File: src/rtl/dispatch_queue.sv
// dispatch_queue: circular FIFO of {select, data} requests feeding a demux stage.
// Outputs read the head entry combinationally from registered storage and are
// forced to zero while the queue is empty, so the downstream demux idles at zero.
module dispatch_queue #(
   parameter int CTRL       = 2,
   parameter int DATA_WIDTH = 1,
   parameter int DEPTH      = 4
) (
   input  logic                       clk,
   input  logic                       rst_n,
   input  logic                       flush,
   input  logic                       in_valid,
   output logic                       in_ready,
   input  logic [CTRL-1:0]            in_ctrl,
   input  logic [DATA_WIDTH-1:0]      in_data,
   output logic                       out_valid,
   input  logic                       out_ready,
   output logic [CTRL-1:0]            out_ctrl,
   output logic [DATA_WIDTH-1:0]      out_data,
   output logic [$clog2(DEPTH):0]     count
);

   localparam int AW = $clog2(DEPTH);
   localparam int CW = AW + 1;
   localparam int EW = CTRL + DATA_WIDTH;

   localparam logic [AW-1:0] PTR_ZERO  = AW'(0);
   localparam logic [AW-1:0] PTR_ONE   = AW'(1);
   localparam logic [CW-1:0] CNT_ZERO  = CW'(0);
   localparam logic [CW-1:0] CNT_ONE   = CW'(1);
   localparam logic [CW-1:0] CNT_FULL  = CW'(DEPTH);

   logic [EW-1:0]   mem_r [DEPTH];
   logic [AW-1:0]   wr_ptr_r;
   logic [AW-1:0]   rd_ptr_r;
   logic [CW-1:0]   count_r;

   logic            in_ready_s;
   logic            out_valid_s;
   logic            push_s;
   logic            pop_s;
   logic [EW-1:0]   head_s;

   // Handshake qualifiers: both depend only on registered occupancy.
   always_comb begin
      in_ready_s  = (count_r != CNT_FULL);
      out_valid_s = (count_r != CNT_ZERO);
      push_s      = in_valid & in_ready_s;
      pop_s       = out_valid_s & out_ready;
      head_s      = mem_r[rd_ptr_r];
   end

   // Entry storage: written on accepted push; never cleared (flush only moves pointers).
   always_ff @(posedge clk) begin
      if (push_s && !flush) begin
         mem_r[wr_ptr_r] <= {in_ctrl, in_data};
      end
   end

   // Pointer and occupancy state; flush overrides any concurrent push or pop.
   always_ff @(posedge clk or negedge rst_n) begin
      if (!rst_n) begin
         wr_ptr_r <= PTR_ZERO;
         rd_ptr_r <= PTR_ZERO;
         count_r  <= CNT_ZERO;
      end else if (flush) begin
         wr_ptr_r <= PTR_ZERO;
         rd_ptr_r <= PTR_ZERO;
         count_r  <= CNT_ZERO;
      end else begin
         if (push_s) begin
            wr_ptr_r <= wr_ptr_r + PTR_ONE;
         end
         if (pop_s) begin
            rd_ptr_r <= rd_ptr_r + PTR_ONE;
         end
         case ({push_s, pop_s})
            2'b10:   count_r <= count_r + CNT_ONE;
            2'b01:   count_r <= count_r - CNT_ONE;
            default: count_r <= count_r;
         endcase
      end
   end

   // Output drive: head entry when valid, all-zero when empty.
   always_comb begin
      in_ready  = in_ready_s;
      out_valid = out_valid_s;
      count     = count_r;
      if (out_valid_s) begin
         out_ctrl = head_s[EW-1:DATA_WIDTH];
         out_data = head_s[DATA_WIDTH-1:0];
      end else begin
         out_ctrl = '0;
         out_data = '0;
      end
   end

endmodule
File: config.mk
export PLATFORM = sky130hd
export DESIGN_NAME = dispatch_queue
export DESIGN_NICKNAME = d
export VERILOG_FILES = /design/src/rtl/dispatch_queue.sv
export SDC_FILE = /design/constraint.sdc
export NUM_CORES = 1
export LEC_CHECK = 0
export BUFFER_PORTS_ARGS = -buffer_cell sky130_fd_sc_hd__buf_4
export CORE_MARGIN = 3
export CORE_UTILIZATION = 30
export CTS_BUF_LIST = sky130_fd_sc_hd__clkbuf_8
export DETAILED_ROUTE_END_ITERATION = 8
export GPL_TIMING_DRIVEN = 0
export PLACE_DENSITY_LB_ADDON = 0.2
export SLEW_MARGIN = 10
export SYNTH_ARGS = -nofsm -noshare
export SYNTH_HDL_FRONTEND = slang
export SYNTH_SLANG_ARGS = --single-unit
File: constraint.sdc
create_clock -name clk -period 2.7 [get_ports clk]
set_clock_uncertainty 0.15 [all_clocks]
set_input_delay 0.135 -clock clk [delete_from_list [all_inputs] [get_ports clk]]
set_output_delay 0.135 -clock clk [all_outputs]
set_load 0.02 [all_outputs]
# ---- Word level (Yosys, flattened, before mapping)
# Memories as Yosys holds them, arrays and structs flattened.
# Index checks and enable logic that the tools add are counted.
dict set report word_totals {
  n_memories 1
  regBits 7
  latchBits 0
  in_bits 8
  word_cells 29
  mem_bits_ro 0
  out_inout_bits 8
  mem_bits_rw 12
}
dict set report classes {
  n_mul 0
  eq_ne 3
  bitwise_logic 2
  reduce_logical 6
  muxes 10
  n_addsub 4
  div_mod_pow 0
  n_shift 0
  magnitude_cmp 0
}
# name words width rd rd_clocked_by_memory_dff wr line_no
set mem_list {}
lappend mem_list {mem_r 4 3 1 0 1 33} ;# logic [EW-1:0] mem_r [DEPTH];
# operator n
set op_table {}
lappend op_table {{2-to-1 mux 2 bit} 5}
lappend op_table {{case mux 3 bit (2 select lines)} 1}
lappend op_table {{nonzero test 3 bit} 2}
lappend op_table {{adder 2 x 1 -> 2 bit (second input constant)} 2}
lappend op_table {{nonzero test 2 bit} 2}
lappend op_table {{adder 3 x 1 -> 3 bit (second input constant)} 1}
lappend op_table {{2-to-1 mux 1 bit} 3}
lappend op_table {{2-to-1 mux 3 bit} 1}
lappend op_table {{inequality test 3 bit (second input constant)} 1}
lappend op_table {{subtractor 3 x 1 -> 3 bit (second input constant)} 1}
lappend op_table {{AND 1 bit} 2}
lappend op_table {{== test 2 x 1 -> 1 bit (second input constant)} 1}
lappend op_table {{== test 2 bit (second input constant)} 1}
lappend op_table {{logical AND 1 bit} 1}
lappend op_table {{zero test 1 bit} 1}

# ---- Longest topological paths before layout
dict set report depth {
  depth_word 5
  ltp_mapped 7
  ltp_nobuf 6
}

# ---- Worst setup path before layout
# Ideal clock, no wire load.
dict set report synth_timing {
  kind {register -> register}
  start {reg count_r[1], in the netlist count[1]}
  end {reg count_r[1], in the netlist count[1]}
  synth_period_minus_slack_ps 2313
  setup_ps 86
  stages_incl_launch_ff 7
  arrival_ps 2077
  path_slack_ps 387
  path_cell_list {dfrtp_1 -> or3_1 -> clkbuf_1 -> and3_1 -> fa_1 -> a41oi_1 -> nor3_1}
}
dict set report synth_via {
  elab_chain_len 5
}
# element line_no
set synth_lines {}
lappend synth_lines {{start, declared} 36} ;# logic [CW-1:0] count_r;
lappend synth_lines {{start signal, assigned} 78} ;# 2'b10: count_r <= count_r + CNT_ONE;
lappend synth_lines {{start signal, assigned} 79} ;# 2'b01: count_r <= count_r - CNT_ONE;
lappend synth_lines {{start signal, assigned} 80} ;# default: count_r <= count_r;
lappend synth_lines {{nonzero test 3 bit *} 47} ;# out_valid_s = (count_r != CNT_ZERO);
lappend synth_lines {{via out_valid} 16} ;# output logic out_valid,
lappend synth_lines {{AND 1 bit *} 49} ;# pop_s = out_valid_s & out_ready;
lappend synth_lines {{== test 2 x 1 -> 1 bit or == test 2 bit (tied branches)} 77} ;# case ({push_s, pop_s})
lappend synth_lines {{case mux 3 bit (2 select lines)} 77}
lappend synth_lines {{2-to-1 mux 3 bit} 66} ;# end else if (flush) begin
# The timed path passes the listed nets; every way through them passes the cells marked *.
# A chain may end at the register's enable or synchronous reset.

# ---- Final worst setup path
dict set report layout_timing {
  start {reg count_r[0], in the netlist count[0]}
  end {reg count_r[2], in the netlist count[2]}
}
dict set report layout_via {
  elab_chain_len 5
}
# element line_no
set layout_lines {}
lappend layout_lines {{inequality test 3 bit or nonzero test 3 bit (tied branches)} {46, 47}}
lappend layout_lines {{AND 1 bit (on tied branches)} {48, 49}}
lappend layout_lines {{== test 2 x 1 -> 1 bit or == test 2 bit (tied branches)} 77}
lappend layout_lines {{case mux 3 bit (2 select lines)} 77}
lappend layout_lines {{2-to-1 mux 3 bit} 66}
# Several ways; a longest one is shown, not always the timed one.

==> run metrics <==
H-tree Lvls=1; crit path kind=reg -> reg; number of remaining DRC errors=0; Final Core Density=~41%; YS warnings=0; CP max stage delay=roughly 0.50 ns; DR vias/cell=4.54; drt first pass iters=3; RSZ-0062 raised after global routing=no; total grt overflow=0; met1 usage=11.6%; die area=between 4000 and 5000 µm²; Post-Layout Cell Count=150; remaining antenna violation count=0; Worst-path clk slew=about 0.070 ns; total chip power=0.787 mW; Yosys reg bits=19; DIE WIDTH=around 64 µm; DP Worst Slack=~0.38 ns; vias in the first global route=a little under 700; fmax=0.431 GHz; GPL Wtd Cong=about 0.69; Synth Cell Area=1010 µm²; busiest grt layer=met2; Slew HR=between 70% and 80%; crit path cell chain=or3_1 -> clkbuf_1 -> and3_1 -> fa_1 -> nand2_1 -> o221ai_1 -> a31oi_1; CP Data Required Time=around 2.7 ns; Iter 0 DRT Violations=6; clock share of power=24.8%; PD cells=621 nW/µm²; Critical-path top delay cell=dfrtp_1; Power Internal=0.548 mW; post-synth top area cell=edfxtp_1; TritonCTS buffer count=3; HP Class=in -> async; Gate power share=29.9%; critical path arrival=2.35 ns; layout net count=120; HPWL after detailed placement=1280 µm; Post-synth EDFFs=12; GR Util met3=3.87%; CTS resizes=0; Pleak=approximately 0.51 nW; CTS root buffer=clkbuf_8; most common cell after layout, fill and taps aside=buf_4; Wirelength per Cell=11.9 µm; IO Pins=16; Post-Syn Nets=96; hold slack=0.0765 ns; worst vdd ir=0.000301 V; largest net degree at the start of global routing=12; Sink Count=19; Std-Cell Rows=20; Primary FF master, synth=edfxtp_1; Critical path buffers and inverters=1; worst-path fanout max=11; ys async rst share=a little under two fifths; first-pass GRT wire length=3110 µm; number of port buffers=14; Clock Tree Buf Depth=2; min Tclk post-route=2.32 ns; DRT Wirelength=about 1800 µm; Initial Util=32.4%; Final Max Tran Viols=0; TritonCTS clock tree=built; crit path capture type=flip-flop; Cells after Synth=a little over 80; status=completed; n_diodes=0; Sw Ratio=30.5%; register area share after synthesis=52.9%; CP delay by family, top=simple AND/OR/NAND/NOR gates; met2 Use GR=17.0%; Area Growth Syn to Fin=25.3%; P_sw=0.240 mW; Max-cap violations=0; Tcrit/Tclk final=85.8%; top-area cell type share of the netlist area=between 30 and 40%; gr usage total=9.94%; largest cells by area after synthesis=edfxtp_1, dfrtp_1, mux4_2, ha_1, nor2_1; most frequent cells in the layout=buf_4, edfxtp_1, nor2_1; Distinct cells, synth=32; share of post-route cells with drive strength above 1=30.2%; worst setup margin=0.382 ns; initial antenna violation count=0; post-route cell area=1270 µm²; DIE HEIGHT=64.1 µm; Setup-failing EPs final=0; vias=a little under 700; placed instance count=141; Worst-Margin Slew=0.331 ns; syn_area_per_cell=12.2 µm²; crit start category=flip-flop; clk_lat worst skew=0.26 ns; core area=3130 µm²; Area after DPL=around 1200 µm²; TNS Setup=0 ns; sequential power share=45.3%; final hold viol count=0
==> cell type report <==
cell class                 instances  area [µm²]
sequential                        19         536
tap                               44        55.1
clock inverter                     1        5.00
timing repair buffer              19         155
clock buffer                       3        41.3
inverter                           2        7.51
buffer                             5        38.8
multi-input combinational         57         430
fill                             297        1860
==> per-layer routing <==
metal  part of all wire, %  up-vias
li1                      -      341
met1                    44      328
met2                    52       10
met3                   4.0        2
met4                  0.62        0
met5                     0        -
==> cell families after synthesis <==
| logic type | Yosys count | share of synthesized area (%) |
|---|---|---|
| muxes | 3 | 6.67 |
| buffers and inverters | 7 | 4.57 |
| and+or+nand+nor | 35 | 19.2 |
| adders and majority gates | 5 | 6.92 |
| AOI/OAI and AO/OA | 10 | 6.30 |
| DFF | 19 | 52.9 |
| xor gates and xnor gates | 4 | 3.46 |
==> final timing paths <==
kind | start | endpoint | slack (ns) | cells after the start
min in group clk | out_ready | count[0]$_DFFE_PN0P_ | 0.14 | 5
setup / recovery | count[0]$_DFFE_PN0P_ | count[2]$_DFFE_PN0P_ | 0.38 | 7
setup reg to reg | count[0]$_DFFE_PN0P_ | count[2]$_DFFE_PN0P_ | 0.38 | 7
hold reg to reg | wr_ptr_r[1]$_DFFE_PN0P_ | wr_ptr_r[1]$_DFFE_PN0P_ | 0.43 | 2
hold / removal | rst_n | wr_ptr_r[1]$_DFFE_PN0P_ | 0.08 | 2
max in group asynchronous | rst_n | rd_ptr_r[0]$_DFFE_PN0P_ | 2.20 | 2
==> power by group through the flow <==
stage | combinational [mW] | sequential, mW | clock (mW)
after floorplan | 0.150 | 0.366 | 0
after global placement | 0.232 | 0.363 | 0
after detailed placement | 0.233 | 0.363 | 0
after CTS | 0.240 | 0.357 | 0.201
after global routing | 0.264 | 0.362 | 0.215
final | 0.236 | 0.357 | 0.195
==> cells in the mapped netlist (2+ instances only) <==
cell,count
ha_1,4
dfrtp_1,7
edfxtp_1,12
xor2_1,2
and2_2,4
nor2_1,9
xnor2_1,2
or3_1,2
mux4_2,3
inv_1,2
a21oi_1,2
nand2_1,5
nand3_1,5
buf_2,2
and2_1,3
o21ai_0,3
==> registers in the layout, summed over array words and instances, names as in the netlist <==
name and count:
rd_ptr_r 2, count 3, wr_ptr_r 2, mem_r 12
==> timing repair <==
item	CTS	global route
endpoints found under the hold margin	26	0
buffers inserted	0	0
hold buffers	5	0
No activity file was read; power rests on OpenSTA's default activity.
